File: config.mk
export PLATFORM = sky130hd
export DESIGN_NAME = johnson_ring_counter_4bit
export DESIGN_NICKNAME = d
export VERILOG_FILES = /design/src/rtl/johnson_ring_counter_4bit.sv
export SDC_FILE = /design/constraint.sdc
export NUM_CORES = 1
export LEC_CHECK = 0
export ABC_AREA = 1
export CORE_AREA = 3 3 40 42
export CTS_BUF_LIST = sky130_fd_sc_hd__clkbuf_8 sky130_fd_sc_hd__clkbuf_16
export CTS_CLUSTER_SIZE = 16
export DETAILED_ROUTE_END_ITERATION = 8
export DIE_AREA = 0 0 43 45
export PLACE_DENSITY = 0.42
export SKIP_CTS_REPAIR_TIMING = 1
export SYNTH_ARGS = -nofsm -noshare
export SYNTH_HDL_FRONTEND = slang
export SYNTH_SLANG_ARGS = --single-unit
export TNS_END_PERCENT = 1
File: constraint.sdc
create_clock -name clock -period 0.89 [get_ports clock]
set_clock_uncertainty 0.1 [all_clocks]
set_input_delay 0.178 -clock clock [delete_from_list [all_inputs] [get_ports clock]]
set_output_delay 0.178 -clock clock [all_outputs]
set_load 0.03 [all_outputs]
File: src/rtl/johnson_ring_counter_4bit.sv
// -----------------------------------------------------------------------------
// johnson_ring_counter_4bit
//
// 4-bit Johnson (twisted-ring) counter. Four D flops shift toward the MSB and
// the inverted MSB feeds stage 0, so from a legal state the counter walks the
// 8-state sequence 0000 -> 0001 -> 0011 -> 0111 -> 1111 -> 1110 -> 1100 ->
// 1000 -> 0000 ({q3,q2,q1,q0}).
//
// Every stage has a true output qN and a registered complement qbarN. The
// complement is a flop of its own, loaded with the inverse of the same next
// state, so qN and qbarN change on the same edge and there is no inverter
// between the flop and either pin.
//
// Optional feature (compile-time macro JOHNSON_SELF_CORRECT_EN):
//   defined   - any of the 8 illegal states reloads RESET_VALUE on the next
//               rising edge (recovery within one clock).
//   undefined - no detection logic; an illegal state keeps circulating in the
//               parasitic 8-state loop under the normal shift rule.
//
// RESET_VALUE must be one of the 8 legal Johnson states; elaboration stops
// with a fatal error otherwise.
// -----------------------------------------------------------------------------
module johnson_ring_counter_4bit #(
   parameter logic [3:0] RESET_VALUE = 4'b0000
) (
   input  logic clock,
   input  logic reset,
   output logic q0,
   output logic qbar0,
   output logic q1,
   output logic qbar1,
   output logic q2,
   output logic qbar2,
   output logic q3,
   output logic qbar3
);

   // Legal Johnson states are the "thermometer" patterns filled from either end.
   function automatic logic is_legal(input logic [3:0] s);
      logic ok;
      case (s)
         4'b0000, 4'b0001, 4'b0011, 4'b0111,
         4'b1111, 4'b1110, 4'b1100, 4'b1000: ok = 1'b1;
         default:                            ok = 1'b0;
      endcase
      return ok;
   endfunction

   if (!is_legal(RESET_VALUE)) begin : g_bad_reset_value
      $fatal(1, "johnson_ring_counter_4bit: RESET_VALUE %b is not a legal Johnson state",
             RESET_VALUE);
   end

   logic [3:0] state_q;
   logic [3:0] state_d;
   logic [3:0] qbar_q;
   logic [3:0] qbar_d;

   // Next state: shift toward the MSB with the inverted MSB entering stage 0.
   always_comb begin
      state_d = {state_q[2:0], ~state_q[3]};
`ifdef JOHNSON_SELF_CORRECT_EN
      if (!is_legal(state_q)) begin
         state_d = RESET_VALUE;
      end
`endif
      qbar_d = ~state_d;
   end

   // State and complement registers; reset loads RESET_VALUE asynchronously.
   always_ff @(posedge clock or posedge reset) begin
      if (reset) begin
         state_q <= RESET_VALUE;
         qbar_q  <= ~RESET_VALUE;
      end else begin
         state_q <= state_d;
         qbar_q  <= qbar_d;
      end
   end

   assign q0    = state_q[0];
   assign q1    = state_q[1];
   assign q2    = state_q[2];
   assign q3    = state_q[3];
   assign qbar0 = qbar_q[0];
   assign qbar1 = qbar_q[1];
   assign qbar2 = qbar_q[2];
   assign qbar3 = qbar_q[3];

endmodule

==> impl_metrics.env, run 1 <==
export IMPL_power_mw=0.792
export IMPL_finalCriticalPeriod_ps=1140
export IMPL_final_common_cell="buf_6"
export IMPL_core_area_um2=1280
export IMPL_htreeDepth=1
export IMPL_totalWireLength_um=342
export IMPL_critPathArrivalTime_ps=860
export IMPL_avgViaCountPerCell=3.18
export IMPL_syn_inst=13
export IMPL_place_ws_ps=-39.9
export IMPL_reg2reg_slack_ps=250
export IMPL_power_leakage_nw=0.183
export IMPL_period_share_pct=128
export IMPL_synthToLayoutAreaGrowth_pct=71.5
export IMPL_path_max_fanout=1
export IMPL_clockBufferDepth=2
export IMPL_die_y_um=45
export IMPL_crit_slowest_cell="dfstp_2"
export IMPL_ir_drop_mv=0.727
export IMPL_critPathMaxStageDelay_ps=520
export IMPL_diodes=0
export IMPL_syn_avg_cell_area_um2=17.2
export IMPL_drtIter0Drc=1
export IMPL_gp_congestion=0.652
export IMPL_ys_ff_latch=8
export IMPL_hold_path_class="input pin to async pin"
export IMPL_outcome="finished with violations"
export IMPL_cp_cell_sequence="buf_6"
export IMPL_synth_area_um2=224
export IMPL_synth_distinct_cells=3
export IMPL_grt_overflow_total=0
export IMPL_post_drt_wl_per_cell_um=8.55
export IMPL_cts_buffers=3
export IMPL_slew_headroom_pct=81.3
export IMPL_fmax_ghz=0.876
export IMPL_whs_ps=98.3
export IMPL_violations="negative setup slack"
export IMPL_grt_pass1_vias=125
export IMPL_numClockSinks=8
export IMPL_post_route_drc_count=0
export IMPL_grtUsageTotal_pct=5.06
export IMPL_synth_nets=15
export IMPL_grt_pass1_wl_um=600
export IMPL_num_multi_input_gates=0
export IMPL_port_buffers=9
export IMPL_cp_top_family="flip-flops"
export IMPL_maxCapViolations=0
export IMPL_clk_latency_ps=220
export IMPL_start_util_pct=17.4
export IMPL_path_buf_inv=1
export IMPL_yosysWarnings=0
export IMPL_fin_nets=29
export IMPL_vias=127
export IMPL_clk_pin_slew_worst_paths_ps=40
export IMPL_drive_gt1_share_pct=60.0
export IMPL_power_density_nw_per_um2=2060
export IMPL_finalMaxSlewViolations=0
export IMPL_rsz0062_at_grt="true"
export IMPL_cts_tree="built"
export IMPL_layout_common_cells="buf_6 (8), inv_1 (5), dfstp_2 (4), dfrtp_1 (4), clkbuf_8 (3)"
export IMPL_crit_type="register to output port"
export IMPL_grt_max_degree=9
export IMPL_start_kind="register"
export IMPL_dr_pass1_iters=2
export IMPL_num_rows=13
export IMPL_setup_ws_ps=-252
export IMPL_dieArea_um2=1940
export IMPL_ys_seq_area_share_pct=91.6
export IMPL_worst_slew_pin_slew_ps=279
export IMPL_antenna_found_initial=0
export IMPL_setup_viol=8
export IMPL_hold_viol=0
export IMPL_cts_root_buf="clkbuf_8"
export IMPL_antenna_left=0
export IMPL_required_ps=610
export IMPL_die_x_um=43
export IMPL_ios=10
export IMPL_worstSetupEndpointType="output port"
export IMPL_multi_input_area_um2=0
[state kept, by name (all words and copies together) (netlist names)]
register / count
qbar_q: 4
state_q: 4
[power by group]
part           switching (mW)  internal, mW  total [mW]  leakage (nW)
registers                   0         0.366       0.366        0.0928
clock network           0.123         0.291       0.414        0.0216
logic                 0.00671       0.00411      0.0108        0.0687
total                   0.130         0.662       0.792         0.183
[per-layer routing]
layer,vias up,routed length [um],global-route usage (%)
met2,10,130,5.39
met1,59,142,4.76
li1,58,-,-
met5,-,0,0
met4,0,0,5.42
met3,0,69,5.58
[cell usage after synthesis (all sizes together)]
master | number | area [um^2]
dfrtp | 4 | 100
dfstp | 4 | 105
inv | 5 | 18.8
[metrics by stage]
step | setup TNS [ps] | std cells | utilization [%] | area, um^2
6_report | -1600 | 40 | 29.9 | 384
5_1_grt | -1830 | 40 | 29.9 | 384
3_3_place_gp | -105 | 37 | 24.3 | 313
3_5_place_dp | -128 | 37 | 24.3 | 313
4_1_cts | -1800 | 40 | 27.6 | 354
2_1_floorplan | 0 | 13 | - | 224
[final timing paths]
path / from / to / cells after the start
setup reg to reg: state_q[3] / state_q[0] / 1
max in group asynchronous: reset / qbar_q[3] / 2
hold / removal: reset / state_q[0] / 2
setup / recovery: qbar_q[3] / qbar3 / 1
hold reg to reg: state_q[0] / state_q[1] / 0
min in group clock: state_q[0] / state_q[1] / 0
[cell families after synthesis]
| family | synth area share (%) |
|---|---|
| buffers and inverters | 8.38 |
| DFF | 91.6 |
[cell type report]
| type | count | area, um^2 |
|---|---|---|
| clock buffer | 3 | 41.3 |
| tap | 15 | 18.8 |
| timing repair buffer | 9 | 100 |
| fill | 145 | 901 |
| sequential | 8 | 205 |
| inverter | 5 | 18.8 |
Note: power is estimated with default switching activity, not from simulation.
==> run 2: changes to the inputs <==
--- a/config.mk
+++ b/config.mk
@@ -12,6 +12,7 @@
 export DETAILED_ROUTE_END_ITERATION = 8
 export DIE_AREA = 0 0 43 45
 export PLACE_DENSITY = 0.42
+export RECOVER_POWER = 50
 export SKIP_CTS_REPAIR_TIMING = 1
 export SYNTH_ARGS = -nofsm -noshare
 export SYNTH_HDL_FRONTEND = slang
==> run 2 against run 1 <==
Compared with the run above:
- total power shrank 0.11%
- highest routed layer unchanged
- largest cell class unchanged
- wire length unchanged
- the flow still finishes with violations (negative setup slack)
- utilization did not move
- count of clock-buffer cells in the layout unchanged
- worst hold slack improved by 140 ps
- die area is the same
- critical path depth unchanged
- sequential power is essentially flat
- critical path type unchanged
==> impl_metrics.env, run 2 (synthesized netlist as in run 1, its figures left out) <==
export IMPL_violations="negative setup slack"
export IMPL_combinationalPowerShare_pct=1.3
export IMPL_whs_ps=235
export IMPL_numClockSinks=8
export IMPL_grtUsageTotal_pct=5.06
export IMPL_totalWireLength_um=342
export IMPL_grt_max_degree=9
export IMPL_die_y_um=45
export IMPL_ff_latch_area_um2=205
export IMPL_p_sw_mw=0.130
export IMPL_dr_pass1_iters=2
export IMPL_cp_cell_sequence="buf_6"
export IMPL_period_share_pct=128
export IMPL_ios=10
export IMPL_grt_busiest_layer="met3"
export IMPL_hold_viol=0
export IMPL_start_util_pct=17.4
export IMPL_outcome="finished with violations"
export IMPL_diodes=0
export IMPL_hold_path_class="input pin to async pin"
export IMPL_met3_usage_pct=5.58
export IMPL_layout_common_cells="buf_6 (8), inv_1 (5), dfstp_2 (4), dfrtp_1 (4), clkbuf_8 (3)"
export IMPL_cp_top_family="flip-flops"
export IMPL_core_area_um2=1280
export IMPL_worstSetupEndpointType="output port"
export IMPL_critPathMaxStageDelay_ps=520
export IMPL_vias=127
export IMPL_power_leakage_nw=0.183
export IMPL_rsz0062_at_grt="true"
export IMPL_fill_cells=145
export IMPL_die_x_um=43
export IMPL_final_common_cell="buf_6"
export IMPL_fmax_ghz=0.876
export IMPL_start_kind="register"
export IMPL_gp_congestion=0.652
export IMPL_seq_power_share_pct=46.3
export IMPL_antenna_found_initial=0
export IMPL_setup_viol=8
export IMPL_cts_buffers=3
export IMPL_num_multi_input_gates=0
export IMPL_port_buffers=9
export IMPL_antenna_left=0
export IMPL_drtIter0Drc=1
export IMPL_drive_gt1_share_pct=60.0
export IMPL_ir_drop_mv=0.727
export IMPL_fin_util_pct=29.9
export IMPL_finalCriticalPeriod_ps=1140
export IMPL_grt_pass1_vias=125
export IMPL_crit_type="register to output port"
export IMPL_swShare_pct=16.4
export IMPL_multi_input_area_um2=0
export IMPL_critPathArrivalTime_ps=860
export IMPL_synthToLayoutAreaGrowth_pct=71.5
export IMPL_clk_latency_ps=220
export IMPL_grt_pass1_wl_um=600
export IMPL_clkPwrFrac_pct=52.4
export IMPL_cts_tree="built"
export IMPL_clk_pin_slew_worst_paths_ps=40
export IMPL_post_route_drc_count=0
export IMPL_htreeDepth=1
export IMPL_slew_headroom_pct=81.4
export IMPL_fin_nets=29
export IMPL_worst_slew_pin_slew_ps=279
export IMPL_reg_largest_list="qbar_q x4, state_q x4"
export IMPL_setup_ws_ps=-252
export IMPL_clockBufferDepth=2
export IMPL_path_buf_inv=1
export IMPL_post_drt_wl_per_cell_um=8.55
export IMPL_dieArea_um2=1940
export IMPL_maxCapViolations=0
export IMPL_use_met1_pct=4.76
export IMPL_num_rows=13
export IMPL_required_ps=610
export IMPL_use_met2_pct=5.39
export IMPL_finalMaxSlewViolations=0
export IMPL_power_density_nw_per_um2=2060
export IMPL_grt_overflow_total=0
export IMPL_crit_slowest_cell="dfstp_2"
export IMPL_p_int_mw=0.661
export IMPL_avgViaCountPerCell=3.18
export IMPL_cts_root_buf="clkbuf_8"
export IMPL_path_max_fanout=1
## run 2: area by class of cell
cell class	instances	area share, %
Tap cell	15	4.89
Inverter	5	4.89
Clock buffer	3	10.7
Timing Repair Buffer	9	26.1
Sequential cell	8	53.4
## run 2: worst paths after layout
kind	startpoint	end	slack (ps)	cells past startpoint
max	qbar_q[3]	qbar3	-250	1
min	reset	state_q[0]	240	2
max reg2reg	state_q[3]	state_q[0]	250	1
min reg2reg	state_q[0]	state_q[1]	320	0
max in group asynchronous	reset	qbar_q[3]	180	2
min in group clock	state_q[0]	state_q[1]	320	0
## run 2: metal layers
layer  up-vias  routed length (um)
met2        10                 130
li1         58                   -
met1        59                 142
met3         0                  69
met5         -                   0
met4         0                   0
## run 2: power by group through the flow
stage | logic (mW) | registers [mW] | clock network (mW)
floorplan | 0.00552 | 0.371 | 0
global placement | 0.0111 | 0.371 | 0
detailed placement | 0.0111 | 0.371 | 0
CTS | 0.0112 | 0.366 | 0.428
global route | 0.0118 | 0.366 | 0.453
finish | 0.00994 | 0.366 | 0.414
## run 2: through the flow
step                      power (mW)  instance area [um^2]  setup slack (ps)  cells  TNS [ps]
after floorplan                0.376                   224              23.7     13         0
after global placement         0.382                   313             -26.9     37      -105
after detailed placement       0.382                   313             -39.9     37      -128
after CTS                      0.805                   354              -279     40     -1800
after global routing           0.831                   384              -277     40     -1830
final                          0.791                   384              -252     40     -1600
==> run 3: changes to the inputs <==
--- a/config.mk
+++ b/config.mk
@@ -5,7 +5,7 @@
 export SDC_FILE = /design/constraint.sdc
 export NUM_CORES = 1
 export LEC_CHECK = 0
-export ABC_AREA = 1
+export ABC_AREA = 0
 export CORE_AREA = 3 3 40 42
 export CTS_BUF_LIST = sky130_fd_sc_hd__clkbuf_8 sky130_fd_sc_hd__clkbuf_16
 export CTS_CLUSTER_SIZE = 16
@@ -13,7 +13,6 @@
 export DIE_AREA = 0 0 43 45
 export PLACE_DENSITY = 0.42
 export RECOVER_POWER = 50
-export SKIP_CTS_REPAIR_TIMING = 1
 export SYNTH_ARGS = -nofsm -noshare
 export SYNTH_HDL_FRONTEND = slang
 export SYNTH_SLANG_ARGS = --single-unit
==> run 3 against run 2 <==
Compared with the run above:
- the run still ends with negative setup slack left
- count of clock-buffer cells in the layout stayed put
- first-iteration DRC count stayed put
- clock power hardly changed
- wire length is 0.58% lower
- critical path depth stayed put
- utilization stayed put
- sequential cell count stayed put
- fmax stayed put
- die area stayed put
- global-route usage is 0.084 points lower
- critical path type unchanged
- largest cell class unchanged
==> impl_metrics.env, run 3 (synthesized netlist as in run 1, its figures left out) <==
export IMPL_synthToLayoutAreaGrowth_pct=71.5
export IMPL_power_leakage_nw=0.183
export IMPL_period_share_pct=128
export IMPL_setup_ws_ps=-252
export IMPL_cts_hold_buf=0
export IMPL_htreeDepth=1
export IMPL_cts_buffers=3
export IMPL_worstSetupEndpointType="output port"
export IMPL_placed_area_um2=313
export IMPL_ir_drop_mv=0.727
export IMPL_r2r_start="state_q[3]"
export IMPL_ios=10
export IMPL_hold_path_class="input pin to async pin"
export IMPL_grt_max_degree=9
export IMPL_cts_tree="built"
export IMPL_postCtsSetupBuffers=0
export IMPL_worst_slew_pin_slew_ps=279
export IMPL_cp_cell_sequence="buf_6"
export IMPL_diodes=0
export IMPL_slew_headroom_pct=81.4
export IMPL_grtUsageTotal_pct=4.98
export IMPL_setup_viol=8
export IMPL_final_common_cell="buf_6"
export IMPL_maxCapViolations=0
export IMPL_crit_type="register to output port"
export IMPL_num_rows=13
export IMPL_grt_pass1_wl_um=586
export IMPL_layout_common_cells="buf_6 (8), inv_1 (5), dfstp_2 (4), dfrtp_1 (4), clkbuf_8 (3)"
export IMPL_fmax_ghz=0.876
export IMPL_fin_cells=40
export IMPL_port_buffers=9
export IMPL_reg_largest_list="qbar_q x4, state_q x4"
export IMPL_crit_cells=1
export IMPL_numClockSinks=8
export IMPL_start_util_pct=17.4
export IMPL_required_ps=610
export IMPL_crit_slowest_cell="dfstp_2"
export IMPL_rr_worst_depth=1
export IMPL_dieArea_um2=1940
export IMPL_die_y_um=45
export IMPL_clk_pin_slew_worst_paths_ps=40
export IMPL_dr_pass1_iters=2
export IMPL_start_kind="register"
export IMPL_design_area_um2=384
export IMPL_critPathArrivalTime_ps=860
export IMPL_post_drt_wl_per_cell_um=8.50
export IMPL_startpoint="qbar_q[3]"
export IMPL_gp_congestion=0.652
export IMPL_clockBufferDepth=2
export IMPL_path_max_fanout=1
export IMPL_core_area_um2=1280
export IMPL_whs_ps=235
export IMPL_critPathMaxStageDelay_ps=520
export IMPL_clk_latency_ps=220
export IMPL_hold_viol=0
export IMPL_grt_overflow_total=0
export IMPL_grt_pass1_vias=128
export IMPL_avgViaCountPerCell=3.18
export IMPL_antenna_left=0
export IMPL_path_buf_inv=1
export IMPL_violations="negative setup slack"
export IMPL_rsz0062_at_grt="true"
export IMPL_fin_setup_tns_ps=-1600
export IMPL_place_inst=37
export IMPL_drtIter0Drc=1
export IMPL_totalWireLength_um=340
export IMPL_fin_nets=29
export IMPL_cp_top_family="flip-flops"
export IMPL_power_density_nw_per_um2=2060
export IMPL_die_x_um=43
export IMPL_antenna_found_initial=0
export IMPL_multi_input_area_um2=0
export IMPL_finalCriticalPeriod_ps=1140
export IMPL_num_multi_input_gates=0
export IMPL_outcome="finished with violations"
export IMPL_drive_gt1_share_pct=60.0
export IMPL_vias=127
export IMPL_place_ws_ps=-39.9
export IMPL_cts_root_buf="clkbuf_8"
export IMPL_post_route_drc_count=0
export IMPL_finalMaxSlewViolations=0
run 3: cell counts in the layout (fill, tap and decap cells not counted):
No cell type changed its count.
run 3: stage by stage:
| stage | util (%) | power (mW) |
|---|---|---|
| floorplan | - | 0.376 |
| global placement | 24.3 | 0.382 |
| detailed placement | 24.3 | 0.382 |
| CTS | 29.9 | 0.805 |
| global route | 29.9 | 0.831 |
| finish | 29.9 | 0.791 |
run 3: area by class of cell:
class	count	area [um^2]
clock buffer	3	41.3
fill	145	901
inverter	5	18.8
sequential	8	205
tap	15	18.8
timing repair buffer	9	100
run 3: report_power, final:
group | total (mW) | internal (mW) | switching (mW)
sequential | 0.366 | 0.366 | 0
combinational | 0.00994 | 0.00323 | 0.00671
clock | 0.414 | 0.291 | 0.123
total | 0.791 | 0.661 | 0.130
run 3: worst paths after layout:
kind	slack (ps)	endpoint
setup / recovery	-250	qbar3
hold / removal	240	state_q[0]
setup reg to reg	250	state_q[0]
hold reg to reg	320	state_q[1]
max in group asynchronous	180	qbar_q[3]
min in group clock	320	state_q[1]
run 3: routing by layer:
layer / track usage, % / part of all wire, % / vias to the layer above
met5: 0 / 0 / -
met4: 5.42 / 0 / 0
met3: 4.78 / 20 / 0
met2: 5.39 / 38 / 10
met1: 5.01 / 42 / 59
li1: - / - / 58
run 3: timing repair:
action                                  4_1_cts  5_1_grt
endpoints found under the setup margin        8        8
gates resized for setup                       8        0
endpoints found under the hold margin         0        0
